$ cat config.mk
export PLATFORM = sky130hd
export DESIGN_NAME = cpu_do_demux_flat
export DESIGN_NICKNAME = d
export VERILOG_FILES = /design/src/rtl/cpu_do_demux_pkg.sv /design/src/rtl/cpu_do_demux_if.sv /design/src/rtl/cpu_do_demux_sync2.sv /design/src/rtl/cpu_do_demux.sv /design/src/flat_wrapper.sv
export SDC_FILE = /design/constraint.sdc
export NUM_CORES = 1
export LEC_CHECK = 0
export CORE_MARGIN = 2
export CORE_UTILIZATION = 25
export DETAILED_ROUTE_END_ITERATION = 10
export PLACE_DENSITY = 0.51
export SYNTH_ARGS = -nofsm -noshare
export SYNTH_HDL_FRONTEND = slang
export SYNTH_HIERARCHICAL = 1
export SYNTH_SLANG_ARGS = --single-unit
$ cat constraint.sdc
create_clock -name pll0_250MHz -period 2.1 [get_ports pll0_250MHz]
set_input_delay 0.63 -clock pll0_250MHz [delete_from_list [all_inputs] [get_ports pll0_250MHz]]
set_output_delay 0.63 -clock pll0_250MHz [all_outputs]
set_load 0.02 [all_outputs]
$ cat src/rtl/cpu_do_demux_pkg.sv
// Shared constants and FSM state type for the Z80 data-out demultiplexer.
package cpu_do_demux_pkg;

  localparam int unsigned SETTLE_CYCLES_DEF = 4;

  localparam logic [7:0] LED_PORT_DEF      = 8'hFF;
  localparam logic [7:0] IOBYTE_PORT_DEF   = 8'hEF;
  localparam logic [7:0] PTR_DATA_PORT_DEF = 8'hC7;
  localparam logic [7:0] USB_DATA_PORT_DEF = 8'hAA;
  localparam logic [7:0] SD_DATA_PORT_DEF  = 8'h6C;

  typedef enum logic [1:0] {
    IDLE   = 2'd0,
    SETTLE = 2'd1,
    COMMIT = 2'd2,
    HOLD   = 2'd3
  } doState_t;

endpackage

$ cat src/rtl/cpu_do_demux_if.sv
// Z80 write-side bus: control strobes, I/O port address and data-out byte.
interface cpu_do_demux_if;
  logic       z80_wr_n;
  logic       z80_iorq_n;
  logic [7:0] z80Addr;
  logic [7:0] cpuDataOut;

  modport master (output z80_wr_n, output z80_iorq_n, output z80Addr, output cpuDataOut);
  modport slave  (input  z80_wr_n, input  z80_iorq_n, input  z80Addr, input  cpuDataOut);
endinterface

$ cat src/rtl/cpu_do_demux_sync2.sv
// Two-flop synchroniser for active-low async strobes; resets to 1 (inactive).
module sync2 (
  input  logic clk,
  input  logic reset,
  input  logic i_async,
  output logic o_sync
);

  logic r_meta;
  logic r_sync;

  always_ff @(posedge clk) begin
    if (reset) begin
      r_meta <= 1'b1;
      r_sync <= 1'b1;
    end else begin
      r_meta <= i_async;
      r_sync <= r_meta;
    end
  end

  assign o_sync = r_sync;

endmodule

$ cat src/rtl/cpu_do_demux.sv
// Z80 data-out demux: syncs WR#/IORQ#, settles, decodes port, loads latch or pulses strobe.
// Optional S100 forwarding of unmapped ports is enabled by defining CPU_DO_S100_FWD_EN.
module cpu_do_demux
  import cpu_do_demux_pkg::*;
#(
  parameter int unsigned SETTLE_CYCLES = SETTLE_CYCLES_DEF,
  parameter logic [7:0]  LED_PORT      = LED_PORT_DEF,
  parameter logic [7:0]  IOBYTE_PORT   = IOBYTE_PORT_DEF,
  parameter logic [7:0]  PTR_DATA_PORT = PTR_DATA_PORT_DEF,
  parameter logic [7:0]  USB_DATA_PORT = USB_DATA_PORT_DEF,
  parameter logic [7:0]  SD_DATA_PORT  = SD_DATA_PORT_DEF
) (
  input  logic                 pll0_250MHz,
  input  logic                 reset,
  cpu_do_demux_if.slave        bus,
  output logic [7:0]           ledOut,
  output logic [7:0]           iobyteOut,
  output logic [7:0]           ptrData,
  output logic                 ptrStrobe,
  output logic [7:0]           usbTxD,
  output logic                 usbTxStrobe,
  output logic [7:0]           sdDataToDev,
  output logic                 sdWrStrobe,
  output logic [7:0]           s100DataOut,
  output logic                 s100WrStrobe,
  output logic                 busy
);

  localparam logic [3:0] SETTLE_LOAD = 4'(SETTLE_CYCLES - 1);

  logic       w_wrSync;
  logic       w_iorqSync;
  logic       w_wr;
  logic       w_capture;
  logic [3:0] w_cntNext;
  doState_t   w_stateNext;

  doState_t   r_state;
  logic [3:0] r_cnt;
  logic [7:0] r_addr;
  logic [7:0] r_data;
  logic [7:0] r_led;
  logic [7:0] r_iobyte;
  logic [7:0] r_ptrData;
  logic       r_ptrStrobe;
  logic [7:0] r_usbTxD;
  logic       r_usbTxStrobe;
  logic [7:0] r_sdData;
  logic       r_sdWrStrobe;

  sync2 u_syncWr (
    .clk     (pll0_250MHz),
    .reset   (reset),
    .i_async (bus.z80_wr_n),
    .o_sync  (w_wrSync)
  );

  sync2 u_syncIorq (
    .clk     (pll0_250MHz),
    .reset   (reset),
    .i_async (bus.z80_iorq_n),
    .o_sync  (w_iorqSync)
  );

  assign w_wr = !w_wrSync && !w_iorqSync;

  always_ff @(posedge pll0_250MHz) begin
    if (reset) begin
      r_state <= IDLE;
      r_cnt   <= 4'd0;
    end else begin
      r_state <= w_stateNext;
      r_cnt   <= w_cntNext;
    end
  end

  // Release of either strobe aborts SETTLE and ends HOLD.
  always_comb begin
    w_stateNext = r_state;
    w_cntNext   = r_cnt;
    w_capture   = 1'b0;
    unique case (r_state)
      IDLE: begin
        if (w_wr) begin
          w_cntNext   = SETTLE_LOAD;
          w_stateNext = SETTLE;
        end
      end
      SETTLE: begin
        if (!w_wr) begin
          w_stateNext = IDLE;
        end else if (r_cnt == 4'd0) begin
          w_capture   = 1'b1;
          w_stateNext = COMMIT;
        end else begin
          w_cntNext = r_cnt - 4'd1;
        end
      end
      COMMIT: w_stateNext = HOLD;
      HOLD: begin
        if (!w_wr) w_stateNext = IDLE;
      end
      default: w_stateNext = IDLE;
    endcase
  end

  always_ff @(posedge pll0_250MHz) begin
    if (reset) begin
      r_addr <= 8'h00;
      r_data <= 8'h00;
    end else if (w_capture) begin
      r_addr <= bus.z80Addr;
      r_data <= bus.cpuDataOut;
    end
  end

  // Decode priority follows parameter order so a colliding port resolves to the earlier target.
  always_ff @(posedge pll0_250MHz) begin
    if (reset) begin
      r_led         <= 8'h00;
      r_iobyte      <= 8'h00;
      r_ptrData     <= 8'h00;
      r_ptrStrobe   <= 1'b0;
      r_usbTxD      <= 8'h00;
      r_usbTxStrobe <= 1'b0;
      r_sdData      <= 8'h00;
      r_sdWrStrobe  <= 1'b0;
    end else begin
      r_ptrStrobe   <= 1'b0;
      r_usbTxStrobe <= 1'b0;
      r_sdWrStrobe  <= 1'b0;
      if (r_state == COMMIT) begin
        if (r_addr == LED_PORT) begin
          r_led <= r_data;
        end else if (r_addr == IOBYTE_PORT) begin
          r_iobyte <= r_data;
        end else if (r_addr == PTR_DATA_PORT) begin
          r_ptrData   <= r_data;
          r_ptrStrobe <= 1'b1;
        end else if (r_addr == USB_DATA_PORT) begin
          r_usbTxD      <= r_data;
          r_usbTxStrobe <= 1'b1;
        end else if (r_addr == SD_DATA_PORT) begin
          r_sdData     <= r_data;
          r_sdWrStrobe <= 1'b1;
        end
      end
    end
  end

`ifdef CPU_DO_S100_FWD_EN
  logic       w_unmapped;
  logic [7:0] r_s100Data;
  logic       r_s100Strobe;

  assign w_unmapped = (r_addr != LED_PORT) && (r_addr != IOBYTE_PORT) &&
                      (r_addr != PTR_DATA_PORT) && (r_addr != USB_DATA_PORT) &&
                      (r_addr != SD_DATA_PORT);

  always_ff @(posedge pll0_250MHz) begin
    if (reset) begin
      r_s100Data   <= 8'h00;
      r_s100Strobe <= 1'b0;
    end else begin
      r_s100Strobe <= 1'b0;
      if ((r_state == COMMIT) && w_unmapped) begin
        r_s100Data   <= r_data;
        r_s100Strobe <= 1'b1;
      end
    end
  end

  assign s100DataOut  = r_s100Data;
  assign s100WrStrobe = r_s100Strobe;
`else
  assign s100DataOut  = 8'h00;
  assign s100WrStrobe = 1'b0;
`endif

  assign ledOut      = r_led;
  assign iobyteOut   = r_iobyte;
  assign ptrData     = r_ptrData;
  assign ptrStrobe   = r_ptrStrobe;
  assign usbTxD      = r_usbTxD;
  assign usbTxStrobe = r_usbTxStrobe;
  assign sdDataToDev = r_sdData;
  assign sdWrStrobe  = r_sdWrStrobe;
  assign busy        = (r_state != IDLE);

endmodule

$ cat src/flat_wrapper.sv
// flat-port wrapper written by rule: the top's interface ports become plain ports
module cpu_do_demux_flat import cpu_do_demux_pkg::*;
#(
  parameter int unsigned SETTLE_CYCLES = SETTLE_CYCLES_DEF,
  parameter logic [7:0]  LED_PORT      = LED_PORT_DEF,
  parameter logic [7:0]  IOBYTE_PORT   = IOBYTE_PORT_DEF,
  parameter logic [7:0]  PTR_DATA_PORT = PTR_DATA_PORT_DEF,
  parameter logic [7:0]  USB_DATA_PORT = USB_DATA_PORT_DEF,
  parameter logic [7:0]  SD_DATA_PORT  = SD_DATA_PORT_DEF
)
  (pll0_250MHz, reset, ledOut, iobyteOut, ptrData, ptrStrobe, usbTxD, usbTxStrobe, sdDataToDev, sdWrStrobe, s100DataOut, s100WrStrobe, busy, bus_z80_wr_n, bus_z80_iorq_n, bus_z80Addr, bus_cpuDataOut);
  cpu_do_demux_if bus_i ();
  input  logic pll0_250MHz;
  input  logic reset;
  output logic [7:0] ledOut;
  output logic [7:0] iobyteOut;
  output logic [7:0] ptrData;
  output logic ptrStrobe;
  output logic [7:0] usbTxD;
  output logic usbTxStrobe;
  output logic [7:0] sdDataToDev;
  output logic sdWrStrobe;
  output logic [7:0] s100DataOut;
  output logic s100WrStrobe;
  output logic busy;
  input wire logic [$bits(bus_i.z80_wr_n)-1:0] bus_z80_wr_n;
  input wire logic [$bits(bus_i.z80_iorq_n)-1:0] bus_z80_iorq_n;
  input wire logic [$bits(bus_i.z80Addr)-1:0] bus_z80Addr;
  input wire logic [$bits(bus_i.cpuDataOut)-1:0] bus_cpuDataOut;
  assign bus_i.z80_wr_n = bus_z80_wr_n;
  assign bus_i.z80_iorq_n = bus_z80_iorq_n;
  assign bus_i.z80Addr = bus_z80Addr;
  assign bus_i.cpuDataOut = bus_cpuDataOut;
  cpu_do_demux #(.SETTLE_CYCLES(SETTLE_CYCLES), .LED_PORT(LED_PORT), .IOBYTE_PORT(IOBYTE_PORT), .PTR_DATA_PORT(PTR_DATA_PORT), .USB_DATA_PORT(USB_DATA_PORT), .SD_DATA_PORT(SD_DATA_PORT)) u_core (.pll0_250MHz(pll0_250MHz), .reset(reset), .bus(bus_i), .ledOut(ledOut), .iobyteOut(iobyteOut), .ptrData(ptrData), .ptrStrobe(ptrStrobe), .usbTxD(usbTxD), .usbTxStrobe(usbTxStrobe), .sdDataToDev(sdDataToDev), .sdWrStrobe(sdWrStrobe), .s100DataOut(s100DataOut), .s100WrStrobe(s100WrStrobe), .busy(busy));
endmodule
[Word level (Yosys, flattened, before mapping)]
Cells that the tools add are included.
Word-level totals
  register bits: 69
  output and inout bits: 53
  word-level logic and storage cells: 67
Cells by class
  $add $sub $neg: 1
  equality and inequality tests: 13
  mux-type cells: 15
  bitwise operators: 5
  reductions and logical operators: 17
Operators by type and width (number)
  $eq A8 B8 Y1 const B: 4
  $mux W4: 3
  $eq A8 B7 Y1 const B: 1
  $mux W2: 4
  $pmux W2 S4: 1
  $pmux W4 S2: 1
  $reduce_and A4 Y1: 2
  $mux W1: 6
  $reduce_and A3 Y1: 2
  $reduce_and A6 Y1: 1
  $reduce_or A6 Y1: 1
  $not A1 Y1: 5
  $reduce_and A5 Y1: 1
  $reduce_or A5 Y1: 1
  $eq A2 B2 Y1 const B: 2
  $logic_not A4 Y1: 1
  $ne A2 B1 Y1 const B: 2
  $ne A2 B2 Y1 const B: 2
  $reduce_bool A2 Y1: 2
  $reduce_or A4 Y1: 1
  $sub A4 B1 Y4 const B: 1
  $ne A3 B3 Y1 const B: 1
  $eq A2 B1 Y1 const B: 1
  $logic_not A1 Y1: 2
  other kinds (3): 3

[Depth between registers and ports, before layout]
  word-level depth: 4
  mapped depth: 7
  depth with buffers taken out: 5

[Modules after synthesis]
The synthesis kept the hierarchy.
By module, submodules not included
  cpu_do_demux: instances 1, cells an instance 278, area an instance 2616.3 um2, seq. area each 1301.2 um2
  sync2: instances 2, cells an instance 4, area an instance 52.6 um2, seq. area each 40.0 um2

[Least setup slack after synthesis]
OpenSTA, ideal clock, no wires.
  path kind: register -> register
  start point: register u_core.r_cnt[0]
  end point: register u_core.r_addr[6]
  library setup time: 0.070 ns
  data arrival time: 1.545 ns
  data required time: 2.030 ns
  setup slack: 0.485 ns
  cell stages (with the launch flop): 8
  path through: dfxtp_1 > inv_1 > ha_1 > nor4bb_1 > clkbuf_1 > buf_2 > nand3_1 > a21oi_1
On the way
  longest elaborated chain between the ends: 4
RTL lines
  from (decl): line cpu_do_demux.sv:39  | logic [3:0] r_cnt;
  from (signal assigned): line cpu_do_demux.sv:73  | r_cnt <= w_cntNext;
  $logic_not A4 Y1: line cpu_do_demux.sv:92  | end else if (r_cnt == 4'd0) begin
  $mux W1: line cpu_do_demux.sv:92
  $mux W1: line cpu_do_demux.sv:90  | if (!w_wr) begin
  $mux W1: line cpu_do_demux.sv:82  | unique case (r_state)
  to (signal assigned): line cpu_do_demux.sv:112  | r_addr <= bus.z80Addr;
  to (decl): line cpu_do_demux.sv:40  | logic [7:0] r_addr;
No other way between the ends.
A chain may end at the register's enable or synchronous reset.

[Final worst setup path]
  start point: register u_core.r_ptrData[7] (netlist: u_core/ptrData[7])
  end point: output ptrData[7]
RTL lines
  from (decl): line cpu_do_demux.sv:44  | logic [7:0] r_ptrData;
  from (signal assigned): line cpu_do_demux.sv:138  | r_ptrData <= r_data;
  to (decl): line flat_wrapper.sv:17  | output logic [7:0] ptrData;
No word-level cell between the ends.

==> metrics.txt <==
first-pass GRT wire length=10.8 mm; Num CTS Buffers=9; mapped cell area=around 2700 um^2; maxcap violations=0; TritonRoute pass-1 iters=4; Worst Path Buf+Inv=1; area post-placement=3520 um^2; IO Port Bufs=63; Tcrit/Tclk final=between 90% and 100%; # diodes=0; Synthesis Warnings=6; clk_skew=around 0.0084 ns; ANT nets after route=0; RSZ-0062 raised after global routing=false; Slowest cell on crit path=clkdlybuf4s50_1; Hold-fix buffers, CTS=0; crit end category=primary output; Die ar.=11700 um^2; Fmax achieved=0.508 GHz; root buf cell=clkbuf_8; site row count=38; WP depth=1; antenna violations before repair=0; clk slew on worst S/H paths=0.08 ns; final setup TNS=0 ns; IO Count=73; WP data arrival=1.34 ns; worst hold stages=1; Multi-input gate area=1230 um^2; fin util=34.9%; Final nets=376; commonest non-fill, non-tap cell in the layout=dfxtp_1; CP Launch Type=register; clk sinks=69; Req. time, crit path=about 1.5 ns; Area Growth Syn to Fin=37.7%; LEAKAGE=roughly 0.0015 uW; H-tree depth=3; crit path max fanout=2; Storage cell area=1380 um^2; post-synthesis sequential element count=69; vias in the first global route=between 2000 and 2500; Crit path largest cell delay=0.62 ns; CP delay by family, top=buffers and inverters; ratio of cells with drive above 1 in the final layout=9.19%; min-delay worst type=register to register; commonest non-fill, non-tap cells in the layout=69 x dfxtp_1, 62 x clkdlybuf4s50_1, 48 x nand2_1; pwr dens=slightly above 700 nW/um^2; CP Class=register to primary output; die extent in y=108 um; remaining global-route overflow=0; total track usage=approximately 12%; cell breakdown of the critical path=clkdlybuf4s50_1; worst slack at placement=0.164 ns; Initial Util=25.3%; Syn Inst Count=286; Synth Area per Inst=9.52 um^2; Reg2Reg Depth=4; worst skew pair latency=between 0.3 and 0.4 ns; Detailed Place HPWL=4.91 mm; Max IR drop VDD=between 300 and 400 uV; Placer Congestion=0.708; Yosys cell types=39; Post-CTS Setup Inserts=0; Design Area, Final=around 3700 um^2; core box area=~11000 um^2; max_slew headroom=59.7%; outcome=completed; number of DRC markers in iteration 0=75; fin. max-slew vios=0; TritonCTS clock tree=yes; WL/cell=around 14 um; via/cell ratio=4.37; Slew @ Worst Pin=0.602 ns; min Tclk post-route=1.97 ns; fillcell total=1151; drc violations=0; final-report hold violation count=0; Finish-stage setup viols=0; detailed-route via count=2182; largest net degree at the start of global routing=23; Seq/Total Area, Yosys=50.8%; WHS=0.406 ns; Die Width=approximately 110 um; WL final=approximately 6.8 mm; Final WS setup=0.133 ns; Max Root-Sink Buffers=2
-- metrics by stage --
stage          std cells  total power (uW)
6_report             499              2660
5_1_grt              499              2770
4_1_cts              499              2690
3_5_place_dp         483              1450
3_3_place_gp         483              1450
2_1_floorplan        294              1410
-- cell type report --
type | instances | share of cell area [%]
flip-flops and latches | 69 | 36.9
clock inverters | 7 | 2.81
inverters | 4 | 0.401
repair buffers | 75 | 19.2
multi-input cells | 195 | 32.7
well taps | 140 | 4.68
clock buffers | 9 | 3.31
-- layer usage --
metal  vias to the layer above  global-route usage [%]  routed length [um]  part of all wire (%)
met2                        49                    18.8                3150                    46
met4                         0                    2.84                  57                  0.84
met5                         -                       0                   0                     0
li1                       1113                       -                   -                     -
met1                      1015                    15.9                3250                    48
met3                         5                    4.28                 321                   4.7
-- power breakdown --
group,internal (uW),switching [uW]
registers,1310,3.56
clock network,689,556
logic,45.0,56.2
-- cell usage after synthesis --
| library cell | n | share of area [%] |
|---|---|---|
| and3b_1 | 2 | 0.64 |
| a211oi_1 | 1 | 0.28 |
| conb_1 | 1 | 0.14 |
| and4_1 | 3 | 0.97 |
| or4_1 | 2 | 0.55 |
| o211a_1 | 1 | 0.37 |
| or3b_1 | 2 | 0.64 |
| o21ai_0 | 2 | 0.37 |
| or3_1 | 2 | 0.46 |
| and4b_1 | 1 | 0.37 |
| nor4bb_1 | 1 | 0.37 |
| a21oi_1 | 18 | 3.3 |
| o31ai_1 | 2 | 0.55 |
| mux2i_1 | 40 | 15 |
| buf_2 | 4 | 0.74 |
| nand4b_1 | 1 | 0.32 |
| or2_1 | 4 | 0.92 |
| nand4bb_1 | 1 | 0.41 |
| nand2b_1 | 1 | 0.23 |
| or2_2 | 1 | 0.23 |
| nand3_1 | 20 | 3.7 |
| nor3_1 | 3 | 0.55 |
| nor3_4 | 1 | 0.60 |
| buf_1 | 1 | 0.14 |
| inv_2 | 1 | 0.14 |
| ha_1 | 2 | 0.92 |
| dfxtp_1 | 69 | 51 |
| clkbuf_1 | 11 | 1.5 |
| o21ai_1 | 18 | 3.3 |
| nand4_1 | 1 | 0.23 |
| nor4b_1 | 1 | 0.32 |
| inv_1 | 2 | 0.28 |
| buf_4 | 10 | 2.8 |
| nor3b_1 | 1 | 0.28 |
| nand2_1 | 48 | 6.6 |
| a41oi_1 | 1 | 0.32 |
| nor2_1 | 4 | 0.55 |
| clkinv_1 | 1 | 0.14 |
| o221ai_1 | 1 | 0.32 |
-- state kept, by name, summed over array words and instances (netlist names), named ones only --
name,count
u_core/ptrData,8
u_core/sdDataToDev,8
u_core/r_data,8
u_core/iobyteOut,8
u_core/ptrStrobe,1
u_core/sdWrStrobe,1
u_core/r_addr,8
u_core/usbTxD,8
u_core/u_syncIorq/r_meta,1
u_core/u_syncWr/r_meta,1
u_core/u_syncIorq/o_sync,1
u_core/r_cnt,4
u_core/ledOut,8
u_core/u_syncWr/o_sync,1
u_core/usbTxStrobe,1
u_core/r_state,1
-- timing repair --
| item | CTS | global route |
|---|---|---|
| endpoints found under the hold margin | 0 | 0 |
| resized for setup | 1 | 0 |
| setup endpoints to repair | 1 | 0 |
-- final timing paths --
| path | to | from | slack (ns) |
|---|---|---|---|
| hold reg to reg | u_core/u_syncWr/o_sync | u_core/u_syncWr/r_meta | 0.41 |
| setup reg to reg | u_core/iobyteOut[5] | u_core/r_state[0] | 0.41 |
| hold / removal | u_core/u_syncWr/o_sync | u_core/u_syncWr/r_meta | 0.41 |
| setup / recovery | ptrData[7] | u_core/ptrData[7] | 0.13 |
-- cells by family after synthesis --
logic type / after synthesis / share of synthesized area [%]
mux: 40 / 14.7
simple gates: 100 / 18.9
fa+ha+maj: 2 / 0.919
compound gates: 44 / 8.83
other cells: 1 / 0.138
flops: 69 / 50.8
buf+inv: 30 / 5.70
No activity file was read; power rests on OpenSTA's default activity.
